==> config.mk <==
export PLATFORM = sky130hd
export DESIGN_NAME = async_mem_ctrl
export DESIGN_NICKNAME = d
export VERILOG_FILES = /design/src/rtl/async_mem_ctrl_pkg.sv /design/src/rtl/async_mem_ctrl.sv
export SDC_FILE = /design/constraint.sdc
export NUM_CORES = 1
export LEC_CHECK = 0
export CORE_MARGIN = 2
export CORE_UTILIZATION = 40
export CTS_CLUSTER_SIZE = 30
export DETAILED_ROUTE_END_ITERATION = 10
export GPL_TIMING_DRIVEN = 0
export PLACE_DENSITY = 0.84
export SLEW_MARGIN = 40
export SYNTH_ARGS = -nofsm -noshare
export SYNTH_HDL_FRONTEND = slang
export SYNTH_SLANG_ARGS = --single-unit
export TNS_END_PERCENT = 30
==> constraint.sdc <==
create_clock -name clk -period 1.9 [get_ports clk]
set_clock_uncertainty 0.1 [all_clocks]
set_input_delay 0.475 -clock clk [delete_from_list [all_inputs] [get_ports clk]]
set_output_delay 0.475 -clock clk [all_outputs]
set_load 0.02 [all_outputs]
==> src/rtl/async_mem_ctrl_pkg.sv <==
// Shared types and helpers for the asynchronous parallel memory controller.
// Holds the sequencer state encoding and the phase-counter sizing function.
package async_mem_ctrl_pkg;

  typedef enum logic [2:0] {
    ST_IDLE    = 3'd0,
    ST_SETUP   = 3'd1,
    ST_WRITE   = 3'd2,
    ST_READ    = 3'd3,
    ST_HOLD    = 3'd4,
    ST_RECOVER = 3'd5,
    ST_ERR     = 3'd6
  } state_e;

  // Width that holds the longest phase length, counted down to 1.
  function automatic int unsigned cnt_width(input int unsigned t_wp,
                                            input int unsigned t_rd,
                                            input int unsigned t_rec);
    int unsigned m;
    m = t_wp;
    if (t_rd > m)  m = t_rd;
    if (t_rec > m) m = t_rec;
    return $clog2(m + 1);
  endfunction

endpackage

==> src/rtl/async_mem_ctrl.sv <==
// Single-beat valid/ready front end that sequences the active-low strobes of an
// asynchronous MRAM/SRAM device (E_b, W_b, G_b, per-lane BL_b) with timed phases.
module async_mem_ctrl
  import async_mem_ctrl_pkg::*;
#(
  parameter int unsigned ADDR_W = 21,
  parameter int unsigned DATA_W = 16,
  parameter int unsigned NUM_CS = 1,
  parameter int unsigned T_WP   = 3,
  parameter int unsigned T_RD   = 6,
  parameter int unsigned T_REC  = 2,
  localparam int unsigned BE_W  = DATA_W / 8
) (
  input  logic              clk,
  input  logic              rstnn,
  input  logic              req_valid,
  output logic              req_ready,
  input  logic              req_write,
  input  logic [NUM_CS-1:0] req_cs,
  input  logic [ADDR_W-1:0] req_addr,
  input  logic [DATA_W-1:0] req_wdata,
  input  logic [BE_W-1:0]   req_be,
  output logic              rsp_valid,
  output logic [DATA_W-1:0] rsp_rdata,
  output logic              rsp_error,
  output logic [ADDR_W-1:0] mem_addr,
  output logic [DATA_W-1:0] mem_dq_o,
  output logic              mem_dq_oe,
  input  logic [DATA_W-1:0] mem_dq_i,
  output logic [NUM_CS-1:0] mem_e_b,
  output logic              mem_w_b,
  output logic              mem_g_b,
  output logic [BE_W-1:0]   mem_bl_b
);

  localparam int unsigned CNT_W = cnt_width(T_WP, T_RD, T_REC);
  localparam logic [CNT_W-1:0] CNT_ONE = CNT_W'(1);

  state_e              state_q;
  logic [CNT_W-1:0]    cnt_q;
  logic                write_q;
  logic                ready_q;
  logic                rsp_valid_q;
  logic [DATA_W-1:0]   rsp_rdata_q;
  logic                rsp_error_q;
  logic [ADDR_W-1:0]   addr_q;
  logic [DATA_W-1:0]   dq_o_q;
  logic                dq_oe_q;
  logic [NUM_CS-1:0]   e_b_q;
  logic                w_b_q;
  logic                g_b_q;
  logic [BE_W-1:0]     bl_b_q;
  logic                cs_onehot;

  // Exactly one device selected: non-zero and clearing the lowest set bit leaves nothing.
  assign cs_onehot = (req_cs != '0) && ((req_cs & (req_cs - NUM_CS'(1))) == '0);

  always_ff @(posedge clk or negedge rstnn) begin
    if (!rstnn) begin
      state_q     <= ST_IDLE;
      cnt_q       <= '0;
      write_q     <= 1'b0;
      ready_q     <= 1'b1;
      rsp_valid_q <= 1'b0;
      rsp_rdata_q <= '0;
      rsp_error_q <= 1'b0;
      addr_q      <= '0;
      dq_o_q      <= '0;
      dq_oe_q     <= 1'b0;
      e_b_q       <= '1;
      w_b_q       <= 1'b1;
      g_b_q       <= 1'b1;
      bl_b_q      <= '1;
    end else begin
      // NOTE: non-blocking updates so every register sees the pre-edge values of the others.
      rsp_valid_q <= 1'b0;
      rsp_error_q <= 1'b0;

      case (state_q)
        ST_IDLE: begin
          if (req_valid) begin
            ready_q <= 1'b0;
            cnt_q   <= CNT_ONE;
            if (cs_onehot) begin
              state_q <= ST_SETUP;
              write_q <= req_write;
              addr_q  <= req_addr;
              dq_o_q  <= req_write ? req_wdata : '0;
              dq_oe_q <= req_write;
              e_b_q   <= ~req_cs;
              bl_b_q  <= ~req_be;
            end else begin
              // Bad select: answer immediately and never touch the device pins.
              state_q     <= ST_ERR;
              rsp_valid_q <= 1'b1;
              rsp_error_q <= 1'b1;
              rsp_rdata_q <= '0;
            end
          end
        end

        ST_SETUP: begin
          if (write_q) begin
            state_q <= ST_WRITE;
            w_b_q   <= 1'b0;
            cnt_q   <= CNT_W'(T_WP);
          end else begin
            state_q <= ST_READ;
            g_b_q   <= 1'b0;
            cnt_q   <= CNT_W'(T_RD);
          end
        end

        ST_WRITE: begin
          if (cnt_q == CNT_ONE) begin
            state_q <= ST_HOLD;
            w_b_q   <= 1'b1;
            cnt_q   <= CNT_ONE;
          end else begin
            cnt_q <= cnt_q - CNT_ONE;
          end
        end

        ST_HOLD: begin
          state_q     <= ST_RECOVER;
          cnt_q       <= CNT_W'(T_REC);
          e_b_q       <= '1;
          bl_b_q      <= '1;
          dq_oe_q     <= 1'b0;
          rsp_valid_q <= 1'b1;
          rsp_rdata_q <= '0;
        end

        ST_READ: begin
          if (cnt_q == CNT_ONE) begin
            // Data is captured on the edge that closes the last G_b-low cycle.
            state_q     <= ST_RECOVER;
            cnt_q       <= CNT_W'(T_REC);
            g_b_q       <= 1'b1;
            e_b_q       <= '1;
            bl_b_q      <= '1;
            rsp_valid_q <= 1'b1;
            rsp_rdata_q <= mem_dq_i;
          end else begin
            cnt_q <= cnt_q - CNT_ONE;
          end
        end

        ST_RECOVER: begin
          if (cnt_q == CNT_ONE) begin
            state_q <= ST_IDLE;
            ready_q <= 1'b1;
          end else begin
            cnt_q <= cnt_q - CNT_ONE;
          end
        end

        ST_ERR: begin
          state_q <= ST_IDLE;
          ready_q <= 1'b1;
        end

        default: begin
          state_q <= ST_IDLE;
          ready_q <= 1'b1;
          e_b_q   <= '1;
          w_b_q   <= 1'b1;
          g_b_q   <= 1'b1;
          bl_b_q  <= '1;
          dq_oe_q <= 1'b0;
        end
      endcase
    end
  end

  assign req_ready = ready_q;
  assign rsp_valid = rsp_valid_q;
  assign rsp_rdata = rsp_rdata_q;
  assign rsp_error = rsp_error_q;
  assign mem_addr  = addr_q;
  assign mem_dq_o  = dq_o_q;
  assign mem_dq_oe = dq_oe_q;
  assign mem_e_b   = e_b_q;
  assign mem_w_b   = w_b_q;
  assign mem_g_b   = g_b_q;
  assign mem_bl_b  = bl_b_q;

endmodule

==> summary.md <==
| Metric | Value |
|---|---|
| Status | complete, no violations |
| Total global routing overflow | 0 |
| Initial cell density of the core | approximately two fifths |
| Share of layout cells above drive strength 1 | between 15 and 20% |
| Final wirelength | ~7.6 mm |
| Post-Synthesis Cells | between 200 and 300 |
| Count of fill cells added during filler insertion | 600 |
| Router iterations before antenna repair | 4 |
| DP HPWL | ~5.4 mm |
| Final #Nets | about 490 |
| Max-cap check violation count | 0 |
| Vias | around 2600 |
| Number of nets with antenna violations after routing | 0 |
| Core region area | approximately 0.0076 mm^2 |
| Port Buffer Count | 120 |
| First-pass GRT wire length | ~12 mm |
| Smallest hold slack | around 0.37 ns |
| Global routing usage summed across all routing layers | about 18% |
| Top cell family by delay on the critical path | buffers and inverters |
| Post-Synthesis Mean Instance Area | about 11 um^2 |
| Highest achievable clock rate | roughly 540 MHz |
| Largest cells by area after synthesis | sky130_fd_sc_hd__dfrtp_1, sky130_fd_sc_hd__nand2_1, sky130_fd_sc_hd__mux2_2, sky130_fd_sc_hd__mux2i_1, sky130_fd_sc_hd__dfstp_2 |
| Clock-pin slew on the worst setup and hold paths | approximately 0.070 ns |
| Number of vias per cell | about 4.8 |
| Number of setup violations in the final report | 0 |
| Cell Count Post-Placement | 510 |
| Cell variety after synth | between 40 and 50 |
| CTS tree | yes |
| Initial detailed-routing violation count | 95 |
| Vertical die dimension | 92.5 um |
| Post-Syn Nets | between 300 and 400 |
| Unrepaired setup endpoints after global routing | true |
| Register bit total from synthesis | 69 |
| # clock sinks | a little under 70 |
| Warning count from the yosys run | 0 |
| CP max stage delay | a little over 0.6 ns |
| Insertion delay to the later sink of the worst-skew pair | around 0.32 ns |
| Critical path required time | between 1 and 1.5 ns |
| Area growth from synthesis to final layout | 54.7% |
| Final-layout setup total negative slack | 0 ns |
| Buffer type at the clock tree root | sky130_fd_sc_hd__clkbuf_8 |
| Number of buffers inserted during clock tree synthesis | 9 |
| Overall Power | slightly below 8 mW |
| Worst-path maximum fanout | 2 |
| Final period demand of the worst path | roughly 1.9 ns |
| Slew at the pin closest to its max-slew limit | ~0.40 ns |
| Number of diodes | 0 |
| Worst Path Class, Setup | flip-flop to output port |
| Top cell type's share of synthesized area | around half |
| Routed length per instance | between 10 and 15 um |
| Final standard cell count with taps included and fillers excluded | 534 |
| Sequential area share after synthesis | a little under three fifths |
| Initial antenna violation count | 0 |
| Hold WC Path Type | flip-flop to flip-flop |
| Horiz. Die Dim | ~93 um |
| Critical-path top delay cell | sky130_fd_sc_hd__clkdlybuf4s50_1 |
| Final worst-path cycle share | approximately 98% |
| Element type at the critical path start | flip-flop |
| Hold violation count in the final report | 0 |
| Areal power density over the cells | 1630 mW/mm^2 |
| Maximum resistive drop on vdd | ~0.74 mV |
| Number of I/O pins | around 120 |
| Depth of the CTS H-tree | 3 |
| Netlist area before placement | 0.00313 mm^2 |
| Buf/Inv on CP | 1 |
| Placement row count | 32 |
| Worst Setup End Kind | output port |
| Via count of the first global-routing pass | roughly 2600 |
| Critical-path cell list | clkdlybuf4s50_1 |
| Longest Clk Path Bufs | 2 |
| Cell taking the most area after synthesis | sky130_fd_sc_hd__dfrtp_1 |
| Leakage power figure | between 2 and 3 nW |
| Number of remaining DRC errors | 0 |
| Final RePlAce weighted congestion | 0.864 |
| Die Area | ~0.0086 mm^2 |
| Arrival time of data at the critical path endpoint | approximately 1.3 ns |
| Count of final max-slew check failures | 0 |
| Relative slew slack | 73.5% |
| Largest net degree at the start of global routing | 56 |
[stage by stage]
stage	setup slack, ns	util [%]	area (um^2)
CTS	-0.00642	61.5	4700
global placement	-2.03	58.3	4460
floorplan	0.176	-	3130
finish	0.0416	63.4	4850
detailed placement	-0.444	58.7	4490
global route	-0.0197	63.4	4850
[per-layer routing]
metal / track usage [%] / wire [um] / vias up
met4: 5.22 / 43 / 0
met3: 6.18 / 576 / 4
met1: 21.8 / 3000 / 1244
li1: - / - / 1236
met5: 0 / 0 / -
met2: 29.5 / 3940 / 83
[registers in the layout (all words and copies together) (netlist names)]
| register | count |
|---|---|
| mem_addr | 21 |
| mem_dq_o | 16 |
| rsp_rdata | 16 |
| cnt_q | 3 |
| state_q | 3 |
| mem_bl_b | 2 |
| mem_dq_oe | 1 |
| mem_e_b | 1 |
| mem_g_b | 1 |
| mem_w_b | 1 |
| req_ready | 1 |
| rsp_error | 1 |
| rsp_valid | 1 |
| write_q | 1 |
[worst register-to-register path, stage by stage (launching register included)]
cell and delay [ns]:
sky130_fd_sc_hd__dfrtp_1 0.42, sky130_fd_sc_hd__ha_2 0.22, sky130_fd_sc_hd__nor2b_1 0.12, sky130_fd_sc_hd__buf_4 0.15, sky130_fd_sc_hd__o22a_1 0.19, sky130_fd_sc_hd__o21ai_2 0.20
sky130_fd_sc_hd__mux2_2 0.36
[cells by family (layout without fill, tap and decap cells)]
kind of cell	Yosys count	in the layout	share of synthesized area [%]
mux	39	39	13.9
simple gates	88	88	13.0
compound gates	49	49	10.2
fa+ha+maj	2	2	0.799
flops	69	69	55.4
buf+inv	39	184	6.47
xor+xnor	1	1	0.280
[final cells by class]
class / count / area [um^2] / area share (%)
Clock inverter: 4 / 72.6 / 1.50
Clock buffer: 12 / 135 / 2.79
Multi-Input combinational cell: 179 / 1200 / 24.8
Inverter: 21 / 78.8 / 1.63
Sequential cell: 69 / 1730 / 35.8
Timing Repair Buffer: 129 / 1360 / 28.1
Tap cell: 102 / 128 / 2.63
Buffer: 18 / 131 / 2.71
[final timing paths]
check | start | to | slack, ns | cells past startpoint
worst min register to register | mem_w_b$_DFFE_PN1P_ | mem_w_b$_DFFE_PN1P_ | 0.37 | 2
worst min-delay path | mem_w_b$_DFFE_PN1P_ | mem_w_b$_DFFE_PN1P_ | 0.37 | 2
min in group asynchronous | rstnn | mem_dq_o[8]$_DFFE_PN0P_ | 0.44 | 2
worst max-delay path | mem_addr[8]$_DFFE_PN0P_ | mem_addr[8] | 0.04 | 1
max in group asynchronous | rstnn | mem_bl_b[0]$_DFFE_PN1P_ | 0.71 | 3
worst max register to register | cnt_q[0]$_DFFE_PN0P_ | mem_bl_b[0]$_DFFE_PN1P_ | 0.06 | 6
[power by group]
| group | switching, mW | total [mW] | leakage [nW] | internal [mW] |
|---|---|---|---|---|
| Clock | 0.523 | 1.26 | 0.101 | 0.740 |
| Sequential | 0.371 | 2.54 | 0.871 | 2.17 |
| Combinational | 2.09 | 4.09 | 1.59 | 2.01 |
| Total | 2.98 | 7.90 | 2.57 | 4.92 |
[cell usage after synthesis]
cell and count:
sky130_fd_sc_hd__inv_1 21, sky130_fd_sc_hd__nor2_2 1, sky130_fd_sc_hd__a211o_1 1, sky130_fd_sc_hd__or3_1 1, sky130_fd_sc_hd__mux2_1 1, sky130_fd_sc_hd__nor2_1 8, sky130_fd_sc_hd__dfstp_2 6, sky130_fd_sc_hd__o22ai_2 1
sky130_fd_sc_hd__or2_4 1, sky130_fd_sc_hd__a32o_1 2, sky130_fd_sc_hd__xnor2_1 1, sky130_fd_sc_hd__o21ai_1 1, sky130_fd_sc_hd__o22a_1 3, sky130_fd_sc_hd__buf_2 6, sky130_fd_sc_hd__a32oi_1 1, sky130_fd_sc_hd__and3b_1 1
sky130_fd_sc_hd__a21boi_0 1, sky130_fd_sc_hd__a211oi_1 1, sky130_fd_sc_hd__nand2b_1 9, sky130_fd_sc_hd__o21ai_0 24, sky130_fd_sc_hd__o21a_1 2, sky130_fd_sc_hd__mux2_2 18, sky130_fd_sc_hd__a2bb2oi_1 1, sky130_fd_sc_hd__a221oi_1 3
sky130_fd_sc_hd__clkbuf_1 5, sky130_fd_sc_hd__a21oi_1 4, sky130_fd_sc_hd__o211ai_1 1, sky130_fd_sc_hd__nor3_4 1, sky130_fd_sc_hd__buf_4 2, sky130_fd_sc_hd__nor2b_1 6, sky130_fd_sc_hd__o32ai_1 1, sky130_fd_sc_hd__nand3_1 2
sky130_fd_sc_hd__mux2_4 4, sky130_fd_sc_hd__nand3_2 1, sky130_fd_sc_hd__o21ai_2 2, sky130_fd_sc_hd__ha_1 2, sky130_fd_sc_hd__buf_8 1, sky130_fd_sc_hd__buf_6 4, sky130_fd_sc_hd__mux2i_1 16, sky130_fd_sc_hd__nand2_1 56
sky130_fd_sc_hd__and2b_1 1, sky130_fd_sc_hd__dfrtp_1 63
[placed cells by master, fill, tap and decap left out, drive strengths merged, types with 2 or more instances in the layout]
cell type and instances:
o21a 2, o22a 3, clkbuf 17, ha 2, dfstp 6, o21ai 27, buf 22, a221oi 3
bufinv 2, a32o 2, mux2i 16, dfrtp 63, a21oi 4, nor2b 6, dlymetal6s2s 35, nand3 3
mux2 23, nand2b 9, clkdlybuf4s50 71, inv 21, nor2 9, nand2 56, dlygate4sd2 13
[what timing repair did]
item	CTS	global route
buffers inserted	0	7
hold endpoints to repair	14	0
hold buffers	1	0
setup endpoints to repair	23	45
gates resized for setup	17	36
No activity file was read; power rests on OpenSTA's default activity.
